File: src/rtl/scan_reader.sv
// rtl/scan_reader.sv - display scan-out engine: raster timing, frame buffer reads, aligned RGB/de/sync output
// Stage 0 counters drive re/addr; returned pixels and delayed syncs leave two cycles later.
module scan_reader #(
  parameter int H_ACTIVE = 100,
  parameter int H_FP     = 4,
  parameter int H_SYNC   = 8,
  parameter int H_BP     = 8,
  parameter int V_ACTIVE = 100,
  parameter int V_FP     = 2,
  parameter int V_SYNC   = 2,
  parameter int V_BP     = 4,
  parameter bit SYNC_POL = 1'b0
) (
  input  logic        clk,
  input  logic        reset,
  input  logic        enable,
  output logic        re,
  output logic [19:0] addr,
  input  logic [7:0]  r_in,
  input  logic [7:0]  g_in,
  input  logic [7:0]  b_in,
  output logic [7:0]  r_out,
  output logic [7:0]  g_out,
  output logic [7:0]  b_out,
  output logic        de,
  output logic        hsync,
  output logic        vsync,
  output logic        vblank,
  output logic        frame_start
);

  localparam int H_TOTAL = H_ACTIVE + H_FP + H_SYNC + H_BP;
  localparam int V_TOTAL = V_ACTIVE + V_FP + V_SYNC + V_BP;
  localparam int HW = $clog2(H_TOTAL + 1);
  localparam int VW = $clog2(V_TOTAL + 1);

  localparam logic [HW-1:0] H_LAST = HW'(H_TOTAL - 1);
  localparam logic [HW-1:0] H_ACT  = HW'(H_ACTIVE);
  localparam logic [HW-1:0] HS_BEG = HW'(H_ACTIVE + H_FP);
  localparam logic [HW-1:0] HS_END = HW'(H_ACTIVE + H_FP + H_SYNC);
  localparam logic [VW-1:0] V_LAST = VW'(V_TOTAL - 1);
  localparam logic [VW-1:0] V_ACT  = VW'(V_ACTIVE);
  localparam logic [VW-1:0] VS_BEG = VW'(V_ACTIVE + V_FP);
  localparam logic [VW-1:0] VS_END = VW'(V_ACTIVE + V_FP + V_SYNC);
  localparam logic [19:0]   A_LAST = 20'(H_ACTIVE * V_ACTIVE - 1);

  typedef enum logic {IDLE, RUN} state_t;

  state_t        state, state_nxt;
  logic [HW-1:0] h_cnt, h_nxt;
  logic [VW-1:0] v_cnt, v_nxt;
  logic [19:0]   addr_nxt;
  logic          re_nxt;
  logic          run0, hs0, vs0, fs0;
  logic          de1, hs1, vs1, fs1;

  always_ff @(posedge clk) begin
    if (reset) state <= IDLE;
    else       state <= state_nxt;
  end

  // Run requests are only honoured while idle or on the last cycle of a frame.
  always_comb begin
    state_nxt = state;
    h_nxt     = h_cnt;
    v_nxt     = v_cnt;
    case (state)
      IDLE: begin
        h_nxt = '0;
        v_nxt = '0;
        if (enable) state_nxt = RUN;
      end
      RUN: begin
        if (h_cnt == H_LAST) begin
          h_nxt = '0;
          if (v_cnt == V_LAST) begin
            v_nxt = '0;
            if (!enable) state_nxt = IDLE;
          end else begin
            v_nxt = v_cnt + VW'(1);
          end
        end else begin
          h_nxt = h_cnt + HW'(1);
        end
      end
      default: state_nxt = IDLE;
    endcase

    re_nxt = (state_nxt == RUN) && (h_nxt < H_ACT) && (v_nxt < V_ACT);

    // Address advances after each active pixel, so blanking already holds the next line start.
    if (state_nxt == IDLE || (h_nxt == '0 && v_nxt == '0)) addr_nxt = '0;
    else if (re && addr != A_LAST)                       addr_nxt = addr + 20'd1;
    else                                                  addr_nxt = addr;
  end

  assign run0   = (state == RUN);
  assign hs0    = run0 && (h_cnt >= HS_BEG) && (h_cnt < HS_END);
  assign vs0    = run0 && (v_cnt >= VS_BEG) && (v_cnt < VS_END);
  assign fs0    = re && (h_cnt == '0) && (v_cnt == '0);
  assign vblank = !run0 || (v_cnt >= V_ACT);

  always_ff @(posedge clk) begin
    if (reset) begin
      h_cnt       <= '0;
      v_cnt       <= '0;
      re          <= 1'b0;
      addr        <= '0;
      de1         <= 1'b0;
      hs1         <= 1'b0;
      vs1         <= 1'b0;
      fs1         <= 1'b0;
      de          <= 1'b0;
      frame_start <= 1'b0;
      hsync       <= ~SYNC_POL;
      vsync       <= ~SYNC_POL;
      r_out       <= '0;
      g_out       <= '0;
      b_out       <= '0;
    end else begin
      h_cnt       <= h_nxt;
      v_cnt       <= v_nxt;
      re          <= re_nxt;
      addr        <= addr_nxt;
      de1         <= re;
      hs1         <= hs0;
      vs1         <= vs0;
      fs1         <= fs0;
      de          <= de1;
      frame_start <= fs1;
      hsync       <= hs1 ? SYNC_POL : ~SYNC_POL;
      vsync       <= vs1 ? SYNC_POL : ~SYNC_POL;
      // Blanking cycles emit black, never whatever the read port happens to show.
      r_out       <= de1 ? r_in : '0;
      g_out       <= de1 ? g_in : '0;
      b_out       <= de1 ? b_in : '0;
    end
  end

endmodule

File: config.mk
export PLATFORM = sky130hd
export DESIGN_NAME = scan_reader
export DESIGN_NICKNAME = d
export VERILOG_FILES = /design/src/rtl/scan_reader.sv
export SDC_FILE = /design/constraint.sdc
export NUM_CORES = 1
export LEC_CHECK = 0
export BUFFER_PORTS_ARGS = -buffer_cell sky130_fd_sc_hd__buf_2
export CAP_MARGIN = 20
export CORE_MARGIN = 4
export CORE_UTILIZATION = 45
export DETAILED_ROUTE_END_ITERATION = 8
export PLACE_DENSITY = 0.7
export SLEW_MARGIN = 20
export SYNTH_ARGS = -nofsm -noshare
export SYNTH_HDL_FRONTEND = slang
export SYNTH_SLANG_ARGS = --single-unit
File: constraint.sdc
create_clock -name clk -period 5.7 [get_ports clk]
set_clock_uncertainty 0.2 [all_clocks]
set_input_delay 1.14 -clock clk [delete_from_list [all_inputs] [get_ports clk]]
set_output_delay 1.14 -clock clk [all_outputs]
set_load 0.02 [all_outputs]
# Yosys cells after proc, flatten, opt, wreduce, memory -nomap -nowiden
# Index checks and enable logic that the tools add are counted.
# classes
n_eq_ne	3
bitwise	3
n_addsub	3
magnitude_cmp	7
n_reduce_logical	19
mux	11
# ops
op	n
zero test 7 bit	4
< comparator 7 bit, second input constant	4
case mux 7 bit (2 select lines)	2
greater-or-equal comparator 7 bit, second input constant	3
2-to-1 mux 7 bit	3
adder 20 x 1 -> 20 bit, second input constant	1
inequality test 20 x 14 -> 1 bit, second input constant	1
adder 7 x 1 -> 7 bit, second input constant	2
== test 7 bit, second input constant	2
logical AND 1 bit	10
2-to-1 mux 1 bit	5
OR reduction 2 bit	2
NOT 1 bit	3
logical OR 1 bit	2
case mux 1 bit (2 select lines)	1
zero test 1 bit	1
# totals
regBits	68
word_cells	62

# Logic depth before layout (Yosys ltp)
# Gate-level depths: netlist (run 1).
# depth
ltp_word	8
mapped_depth	10
depth_no_buf	7

# Worst setup path before layout (run 1)
# No wires, ideal clock.
# synth_timing
kind	reg2reg
startpoint	register v_cnt[1]
endpoint	register addr[7]
period_less_slack_ns	2.497
path_slack_ns	3.203
t_arrival_ns	2.178
n_path_buf	3
stages_incl_launch_ff	11
path_cell_list	dfxtp_1 -> ha_1 -> clkbuf_1 -> nand2_1 -> or4_1 -> clkbuf_2 -> a41oi_2 -> o32ai_1 -> o31ai_2 -> buf_4 -> nor3b_1
# synth_via
elab_chain_cells	8
elab_cells_between_ends	13
classes_between	add/sub: 1; eq/ne: 1; mux: 6; bitwise: 1; reduce/logical: 4
# synth_lines
element	line	rtl
start, declared	51	logic [VW-1:0] v_cnt, v_nxt;
start signal, assigned	122	v_cnt <= v_nxt;
adder 7 x 1 -> 7 bit or == test 7 bit (tied branches)	80, 76	
2-to-1 mux 7 bit	76	if (v_cnt == V_LAST) begin
2-to-1 mux 7 bit	74	if (h_cnt == H_LAST) begin
case mux 7 bit (2 select lines)	67	case (state)
zero test 7 bit	92	if (state_nxt == IDLE || (h_nxt == '0 && v_nxt == '0)) addr_nxt = '0;
logical AND 1 bit	92	
logical OR 1 bit *	92	
OR reduction 2 bit (no line) *	n/a	
end signal, assigned	124	addr <= addr_nxt;
end, declared	18	output logic [19:0] addr,
# Mark *: on every way between the ends. The rest lies on a longest branch, timed or not.
# A chain may end at the register's enable or synchronous reset.

# Final worst setup path (run 1)
# layout_timing
startpoint	register v_cnt[1]
endpoint	register addr[19]
# Same word-level chain as after synthesis.

==> flow_metrics.env, run 1 <==
export IMPL_power_mw=1.01
export IMPL_cpPeakStageDelay_ns=0.57
export IMPL_fin_crit_ns=2.81
export IMPL_cts_repair_resized=0
export IMPL_avgViaCountPerCell=5.05
export IMPL_post_route_util_pct=58.0
export IMPL_clkSlewWorstSetupHoldPaths_ns=0.07
export IMPL_finalCritPeriodShare_pct=49.4
export IMPL_cts_buffer_depth=2
export IMPL_pre_cts_slack_ns=2.92
export IMPL_worstMarginPinSlew_ns=0.677
export IMPL_min_delay_start="hs1$_SDFF_PP0_"
export IMPL_wirelength_mm=6.04
export IMPL_path_cells="ha_1 > nand2_1 > or4_1 > a41oi_2 > o32ai_1 > o31ai_2 > buf_4 > nor2_1"
export IMPL_fin_setup_tns_ns=0
export IMPL_rsz0062_at_grt="false"
export IMPL_dp_hpwl_mm=4.43
export IMPL_yosysMostFrequentCell="dfxtp_1"
export IMPL_drcViolationCount=0
export IMPL_fill_cells=543
export IMPL_path_buf_inv=1
export IMPL_power_density_mw_per_mm2=290
export IMPL_yosys_area_top_type="dfxtp_1"
export IMPL_syn_avg_cell_area_sq_um=9.19
export IMPL_drt_iter0_drc=81
export IMPL_ys_flop_type="dfxtp_1"
export IMPL_synthCells=305
export IMPL_start_util_pct=46.8
export IMPL_finalNetCount=413
export IMPL_grt_pass1_vias=2222
export IMPL_leakage_nw=1.45
export IMPL_cp_data_required_time_ns=5.72
export IMPL_cts_tree="built"
export IMPL_numCtsBuffers=9
export IMPL_ys_ff_latch=68
export IMPL_reg2reg_slack_ns=2.89
export IMPL_dr_pass1_iters=4
export IMPL_peakVddDrop_uv=177
export IMPL_ys_async_sr_fraction_pct=0
export IMPL_cpLargestDelayFamily="simple AND/OR/NAND/NOR gates"
export IMPL_drv_cap=0
export IMPL_critPathSlowestCell="or4_1"
export IMPL_postCtsHoldBufs=0
export IMPL_hold_ws_ns=0.182
export IMPL_core_sq_mm=0.00599
export IMPL_finalInstanceArea_sq_mm=0.00347
export IMPL_fin_cells=460
export IMPL_antenna_found_initial=0
export IMPL_h_tree_depth=3
export IMPL_clk_latency_ns=0.33
export IMPL_wire_per_inst_um=13.1
export IMPL_hold_class="flip-flop to flip-flop"
export IMPL_multi_input_area_sq_mm=0.00135
export IMPL_port_buffers=76
export IMPL_slew_viol_final=0
export IMPL_ant_nets=0
export IMPL_yosys_warnings=0
export IMPL_path_max_fanout=20
export IMPL_die_y_um=86.9
export IMPL_setup_ws_ns=2.89
export IMPL_clkSinkCount=68
export IMPL_yosys_top_cells_area="dfxtp_1 (49%), nor2_1 (6.2%), and2_1 (5.4%), xnor2_1 (5.0%), xor2_1 (4.1%)"
export IMPL_vias=2321
export IMPL_r2r_end="addr[19]$_SDFFE_PP0P_"
export IMPL_r2r_start="v_cnt[1]$_SDFF_PP0_"
export IMPL_final_seq_area_sq_mm=0.00136
export IMPL_overflow=0
export IMPL_grt_usage_pct=16.4
export IMPL_setup_violations=0
export IMPL_die_x_um=86.9
export IMPL_reg2reg_depth=8
export IMPL_critPathKind="flip-flop to flip-flop"
export IMPL_synth_edf_count=0
export IMPL_max_freq_ghz=0.355
export IMPL_min_to="hsync$_SDFF_PP1_"
export IMPL_final_hold_viol_count=0
export IMPL_pin_count=77
export IMPL_syn_nets=338
export IMPL_synth_area_sq_mm=0.00280
export IMPL_status="completed"
export IMPL_cts_setup_buffers=0
export IMPL_placed_cells=444
export IMPL_yosysSeqAreaShare_pct=48.6
export IMPL_synth_cell_types=44
export IMPL_max_slew_margin_pct=54.7
export IMPL_place_area_sq_mm=0.00322
export IMPL_grt_pass1_wl_mm=10.0
export IMPL_clockRootBuffer="clkbuf_8"
export IMPL_cp_arrival_ns=2.83
export IMPL_synth_top_cell_area_share_pct=48.6
export IMPL_rows=28
export IMPL_critPathCaptureType="flip-flop"
export IMPL_start_kind="flip-flop"
export IMPL_antenna_cells=0
export IMPL_drive_gt1_share_pct=25.7
export IMPL_area_delta_synth_final_pct=24.0
export IMPL_die_area_sq_mm=0.00755
export IMPL_gp_congestion=0.851
export IMPL_hold_path_depth=1
export IMPL_synthTopCellsByCount="dfxtp_1 (68), nor2_1 (46), and2_1 (24)"
export IMPL_grt_max_degree=26
==> routing by layer <==
metal	GRT usage, %	up-vias	wire length [um]
li1	-	1186	-
met1	20.9	1046	2700
met2	26.6	83	2780
met3	3.97	6	493
met4	6.94	0	68
met5	0	-	0
==> worst max-delay path by stage <==
stage,start,depth (start not counted),to
2_1_floorplan,v_cnt[1]$_SDFF_PP0_,10,addr[7]$_SDFFE_PP0P_
3_3_place_gp,v_cnt[1]$_SDFF_PP0_,8,addr[1]$_SDFFE_PP0P_
3_5_place_dp,v_cnt[1]$_SDFF_PP0_,8,addr[19]$_SDFFE_PP0P_
4_1_cts,v_cnt[1]$_SDFF_PP0_,8,addr[9]$_SDFFE_PP0P_
5_1_grt,h_cnt[0]$_SDFF_PP0_,8,addr[7]$_SDFFE_PP0P_
6_report,v_cnt[1]$_SDFF_PP0_,8,addr[19]$_SDFFE_PP0P_
==> state kept, by name, indices dropped and copies added, names as in the netlist, 7 cells and up <==
name,count
h_cnt,7
v_cnt,7
b_out,8
addr,20
r_out,8
g_out,8
==> power by group <==
group	internal (mW)	total, mW	switching (mW)
combinational	0.0167	0.0397	0.0230
clock	0.303	0.483	0.180
sequential	0.482	0.485	0.00347
==> cells by family (layout without fill, tap and decap cells) <==
logic type                 Yosys count  in the layout  share of synthesized area, %
DFF                                 68             68                          48.6
adders and majority gates            6              6                          2.68
xor gates and xnor gates            29             29                          9.07
muxes                                2              2                         0.759
and+or+nand+nor                    149            149                          28.2
AOI/OAI and AO/OA                   30             30                          7.46
buffers and inverters               21            101                          3.22
==> placed cells by master, fill, tap and decap left out, drive strengths merged, types with 2 or more instances in the layout <==
cell type  count
a211oi         2
a21oi          7
a31oi          4
and2          24
and3           7
and4           4
buf           77
bufinv         3
clkbuf        10
clkinv         2
dfxtp         68
ha             6
inv            8
nand2         19
nand2b         5
nand3         13
nand4          6
nor2          46
nor2b          5
nor3           6
nor3b          4
nor4           4
o21ai          6
o311ai         2
o31ai          3
or4            2
xnor2         16
xor2          13
==> layout make-up <==
cell class	count	area share (%)
multi-input cells	216	38.9
clock inverters	6	3.20
flip-flops and latches	68	39.2
inverters	8	0.864
clock buffers	10	3.96
well taps	75	2.70
repair buffers	77	11.2
==> worst reg2reg max path, stage by stage (launching register included) <==
cell     delay, ns
dfxtp_1       0.51
ha_1          0.37
nand2_1       0.08
or4_1         0.57
a41oi_2       0.29
o32ai_1       0.15
o31ai_2       0.19
buf_4         0.27
nor2_1        0.08
Note: power is estimated with default switching activity, not from simulation.
==> inputs of run 2 (changes only) <==
--- a/config.mk
+++ b/config.mk
@@ -10,7 +10,7 @@
 export CORE_MARGIN = 4
 export CORE_UTILIZATION = 45
 export DETAILED_ROUTE_END_ITERATION = 8
-export PLACE_DENSITY = 0.7
+export PLACE_DENSITY = 0.73
 export SLEW_MARGIN = 20
 export SYNTH_ARGS = -nofsm -noshare
 export SYNTH_HDL_FRONTEND = slang
==> constraint.sdc (replaced) <==
create_clock -name clk -period 2.5 [get_ports clk]
set_clock_uncertainty 0.2 [all_clocks]
set_input_delay 0.5 -clock clk [delete_from_list [all_inputs] [get_ports clk]]
set_output_delay 0.5 -clock clk [all_outputs]
set_load 0.02 [all_outputs]
==> flow_metrics.env, run 2 (synthesis results as in run 1) <==
export IMPL_port_buffers=76
export IMPL_die_area_sq_mm=0.00755
export IMPL_overflow=0
export IMPL_drive_gt1_share_pct=29.6
export IMPL_cp_data_required_time_ns=2.55
export IMPL_path_cells="nand2_1 > nor4_4 > mux2_2 > a211oi_1 > o31ai_2 > buf_4 > nor3b_1"
export IMPL_fill_cells=509
export IMPL_fin_setup_tns_ns=0
export IMPL_die_x_um=86.9
export IMPL_max_freq_ghz=0.429
export IMPL_antenna_cells=0
export IMPL_cp_arrival_ns=2.38
export IMPL_vias=2408
export IMPL_hold_ws_ns=0.171
export IMPL_critPathCaptureType="flip-flop"
export IMPL_rows=28
export IMPL_cts_buffer_depth=2
export IMPL_h_tree_depth=3
export IMPL_regMostFlops="addr"
export IMPL_path_max_fanout=10
export IMPL_rsz0062_at_grt="false"
export IMPL_grt_pass1_wl_mm=10.3
export IMPL_avgViaCountPerCell=5.02
export IMPL_dr_pass1_iters=4
export IMPL_slew_viol_final=0
export IMPL_post_route_util_pct=59.4
export IMPL_largest_reg_flops=20
export IMPL_drcViolationCount=0
export IMPL_area_delta_synth_final_pct=27.0
export IMPL_wirelength_mm=6.16
export IMPL_grt_pass1_vias=2272
export IMPL_place_area_sq_mm=0.00339
export IMPL_die_y_um=86.9
export IMPL_clockRootBuffer="clkbuf_8"
export IMPL_grt_max_degree=16
export IMPL_finalNetCount=435
export IMPL_ant_nets=0
export IMPL_cpLargestDelayFamily="simple AND/OR/NAND/NOR gates"
export IMPL_critPathSlowestCell="dfxtp_1"
export IMPL_final_hold_viol_count=0
export IMPL_power_density_mw_per_mm2=548
export IMPL_grt_usage_pct=16.9
export IMPL_finalCritPeriodShare_pct=93.2
export IMPL_path_buf_inv=1
export IMPL_dp_hpwl_mm=4.62
export IMPL_cpPeakStageDelay_ns=0.47
export IMPL_fin_cells=480
export IMPL_status="completed"
export IMPL_worstMarginPinSlew_ns=0.458
export IMPL_pin_count=77
export IMPL_max_slew_margin_pct=69.3
export IMPL_drv_cap=0
export IMPL_clkSlewWorstSetupHoldPaths_ns=0.07
export IMPL_final_common_cell="buf_2"
export IMPL_clk_latency_ns=0.33
export IMPL_finalInstanceArea_sq_mm=0.00356
export IMPL_wire_per_inst_um=12.8
export IMPL_mostFrequentLayoutCells="buf_2 (76), dfxtp_1 (67), nor2_1 (46), and2_1 (24), buf_4 (23)"
export IMPL_start_util_pct=46.8
export IMPL_critPathKind="flip-flop to flip-flop"
export IMPL_placed_cells=466
export IMPL_drt_iter0_drc=153
export IMPL_fin_crit_ns=2.33
export IMPL_start_kind="flip-flop"
export IMPL_numCtsBuffers=9
export IMPL_clkSinkCount=68
export IMPL_antenna_found_initial=0
export IMPL_cts_tree="built"
export IMPL_peakVddDrop_uv=338
export IMPL_setup_violations=0
export IMPL_core_sq_mm=0.00599
export IMPL_hold_class="input pin to flip-flop"
export IMPL_postCtsHoldBufs=0
export IMPL_leakage_nw=1.53
export IMPL_gp_congestion=0.924
[run 2: changes by cell type in the layout (fill, tap and decap cells not counted), sizes merged]
cell	before	now
buf	77	99
bufinv	3	0
clkbuf	10	11
clkinv	2	3
clkinvlp	1	0
[run 2: cell type report]
| class | instances | area [sq um] | share of cell area, % |
|---|---|---|---|
| multi-input combinational | 216 | 1360 | 38.3 |
| tap | 75 | 93.8 | 2.64 |
| sequential | 68 | 1360 | 38.3 |
| timing repair buffer | 99 | 553 | 15.5 |
| clock inverter | 3 | 15.0 | 0.422 |
| clock buffer | 11 | 141 | 3.97 |
| inverter | 8 | 30.0 | 0.844 |
[run 2: metal layers]
layer / wire length [um] / track usage (%) / vias up
met5: 0 / 0 / -
met4: 69 / 7.08 / 0
met3: 554 / 5.87 / 7
met2: 2760 / 26.1 / 92
met1: 2770 / 21.4 / 1079
li1: - / - / 1230
[run 2: timing repair]
action	4_1_cts	5_1_grt
resized for setup	0	4
setup buffers	0	0
endpoints found under the setup margin	0	20
[run 2: final timing paths]
path / to / cells after the start / slack [ns] / from
max reg2reg: addr[7]$_SDFFE_PP0P_ / 7 / 0.17 / v_cnt[3]$_SDFF_PP0_
min: b_out[6]$_SDFF_PP0_ / 2 / 0.17 / b_in[6]
max: addr[7]$_SDFFE_PP0P_ / 7 / 0.17 / v_cnt[3]$_SDFF_PP0_
min reg2reg: vsync$_SDFF_PP1_ / 1 / 0.18 / vs1$_SDFF_PP0_
[run 2: through the flow]
step	setup slack (ns)	power [mW]
2_1_floorplan	0.00262	1.18
3_3_place_gp	0.158	1.23
3_5_place_dp	0.118	1.23
4_1_cts	0.0924	1.97
5_1_grt	0.0187	2.03
6_report	0.169	1.95
[run 2: where the power goes]
part | switching [mW] | internal, mW
clock network | 0.375 | 0.371
registers | 0.00702 | 1.10
logic | 0.0549 | 0.0423
total | 0.437 | 1.51
==> inputs of run 3 (changes only) <==
--- a/config.mk
+++ b/config.mk
@@ -6,7 +6,7 @@
 export NUM_CORES = 1
 export LEC_CHECK = 0
 export BUFFER_PORTS_ARGS = -buffer_cell sky130_fd_sc_hd__buf_2
-export CAP_MARGIN = 20
+export CORE_ASPECT_RATIO = 1.2
 export CORE_MARGIN = 4
 export CORE_UTILIZATION = 45
 export DETAILED_ROUTE_END_ITERATION = 8
==> flow_metrics.env, run 3 (synthesis results as in run 1) <==
export IMPL_dp_hpwl_mm=4.76
export IMPL_avgViaCountPerCell=5.01
export IMPL_start_util_pct=46.3
export IMPL_ant_nets=0
export IMPL_hold_ws_ns=0.151
export IMPL_die_x_um=80.0
export IMPL_gp_congestion=0.904
export IMPL_worstMarginPinSlew_ns=0.509
export IMPL_leakage_nw=1.54
export IMPL_drv_cap=0
export IMPL_cts_buffer_depth=2
export IMPL_antenna_found_initial=0
export IMPL_path_max_fanout=20
export IMPL_min_delay_start="r_in[4]"
export IMPL_postCtsHoldBufs=0
export IMPL_power_density_mw_per_mm2=580
export IMPL_fin_cells=487
export IMPL_numCtsBuffers=9
export IMPL_max_slew_margin_pct=65.7
export IMPL_die_y_um=94.4
export IMPL_finalInstanceArea_sq_mm=0.00361
export IMPL_slew_viol_final=0
export IMPL_critPathKind="flip-flop to flip-flop"
export IMPL_drcViolationCount=0
export IMPL_grt_pass1_vias=2369
export IMPL_dr_pass1_iters=4
export IMPL_drive_gt1_share_pct=30.1
export IMPL_cp_arrival_ns=2.42
export IMPL_port_buffers=76
export IMPL_final_common_cell="buf_2"
export IMPL_start_kind="flip-flop"
export IMPL_cpPeakStageDelay_ns=0.37
export IMPL_path_cells="ha_1 > nand4_2 > nor4_4 > mux2_2 > a211oi_2 > o31ai_2 > buf_12 > nor3b_1"
export IMPL_fin_setup_tns_ns=0
export IMPL_final_hold_viol_count=0
export IMPL_cp_data_required_time_ns=2.57
export IMPL_grt_max_degree=26
export IMPL_finalCritPeriodShare_pct=94.1
export IMPL_setup_ws_ns=0.147
export IMPL_largest_reg_flops=20
export IMPL_clkSinkCount=68
export IMPL_core_sq_mm=0.00605
export IMPL_overflow=0
export IMPL_place_area_sq_mm=0.00339
export IMPL_status="completed"
export IMPL_wire_per_inst_um=13.2
export IMPL_vias=2440
export IMPL_drt_iter0_drc=99
export IMPL_finalNetCount=433
export IMPL_fin_crit_ns=2.35
export IMPL_max_freq_ghz=0.425
export IMPL_clockRootBuffer="clkbuf_8"
export IMPL_rsz0062_at_grt="false"
export IMPL_grt_usage_pct=17.6
export IMPL_placed_cells=471
export IMPL_critPathSlowestCell="mux2_2"
export IMPL_area_delta_synth_final_pct=28.8
export IMPL_antenna_cells=0
export IMPL_wirelength_mm=6.44
export IMPL_die_area_sq_mm=0.00756
export IMPL_cp_startpoint="h_cnt[0]$_SDFF_PP0_"
export IMPL_r2r_start="h_cnt[0]$_SDFF_PP0_"
export IMPL_pre_cts_slack_ns=0.0485
export IMPL_pin_count=77
export IMPL_cts_tree="built"
export IMPL_clkSlewWorstSetupHoldPaths_ns=0.08
export IMPL_grt_pass1_wl_mm=10.4
export IMPL_clk_latency_ns=0.34
export IMPL_peakVddDrop_uv=291
export IMPL_h_tree_depth=3
export IMPL_critPathCaptureType="flip-flop"
export IMPL_setup_violations=0
export IMPL_hold_class="input pin to flip-flop"
export IMPL_mostFrequentLayoutCells="buf_2 (76), dfxtp_1 (67), nor2_1 (46), and2_1 (24), buf_4 (20)"
export IMPL_regMostFlops="addr"
export IMPL_rows=31
## run 3: changes by cell type in the layout (fill, tap and decap cells not counted), sizes merged
cell / previous run / this run
clkinv: 3 / 4
clkinvlp: 0 / 1
bufinv: 0 / 1
clkbuf: 11 / 10
buf: 99 / 97
## run 3: final cells by class
type | count | area [sq um]
Sequential cell | 68 | 1360
Tap cell | 82 | 103
Timing Repair Buffer | 97 | 551
Multi-Input combinational cell | 216 | 1370
Clock buffer | 10 | 128
Fill cell | 551 | 2440
Inverter | 8 | 30.0
Clock inverter | 6 | 65.1
## run 3: worst paths after layout
check	to	slack, ns	cells after the start
worst max-delay path	addr[7]$_SDFFE_PP0P_	0.15	8
worst min-delay path	r_out[4]$_SDFF_PP0_	0.15	2
worst max register to register	addr[7]$_SDFFE_PP0P_	0.15	8
worst min register to register	vsync$_SDFF_PP1_	0.19	1
## run 3: critical path: cells and delay by family (launching register included)
kind,cells,cell delay (ns)
AO/OA/AOI/OAI,2,0.33
flip-flops,1,0.35
AND/OR/NAND/NOR,3,0.64
multiplexers,1,0.37
buffers and inverters,1,0.18
adder cells (fa/ha/maj),1,0.20
## run 3: per-stage QoR
stage / power (mW) / utilization, %
after floorplan: 1.18 / -
after global placement: 1.23 / 56.1
after detailed placement: 1.23 / 56.1
after CTS: 2.12 / 59.3
after global routing: 2.17 / 59.6
final: 2.09 / 59.6
## run 3: layer usage
| metal | wire length, um | part of all wire (%) | vias to the layer above | track usage (%) |
|---|---|---|---|---|
| met4 | 216 | 3.4 | 0 | 10.3 |
| met1 | 2680 | 42 | 1111 | 20.2 |
| li1 | - | - | 1222 | - |
| met3 | 358 | 5.6 | 26 | 4.96 |
| met5 | 0 | 0 | - | 0 |
| met2 | 3180 | 49 | 81 | 28.9 |
## run 3: report_power, final
| group | leakage (nW) | total (mW) | internal [mW] | switching [mW] |
|---|---|---|---|---|
| clock network | 0.0962 | 0.888 | 0.461 | 0.427 |
| logic | 0.895 | 0.0987 | 0.0430 | 0.0558 |
| registers | 0.551 | 1.11 | 1.10 | 0.00751 |
| total | 1.54 | 2.09 | 1.60 | 0.490 |
## run 3: what timing repair did
item / in CTS / in global routing
setup buffers: 0 / 0
resized for setup: 0 / 7
endpoints found under the setup margin: 0 / 20
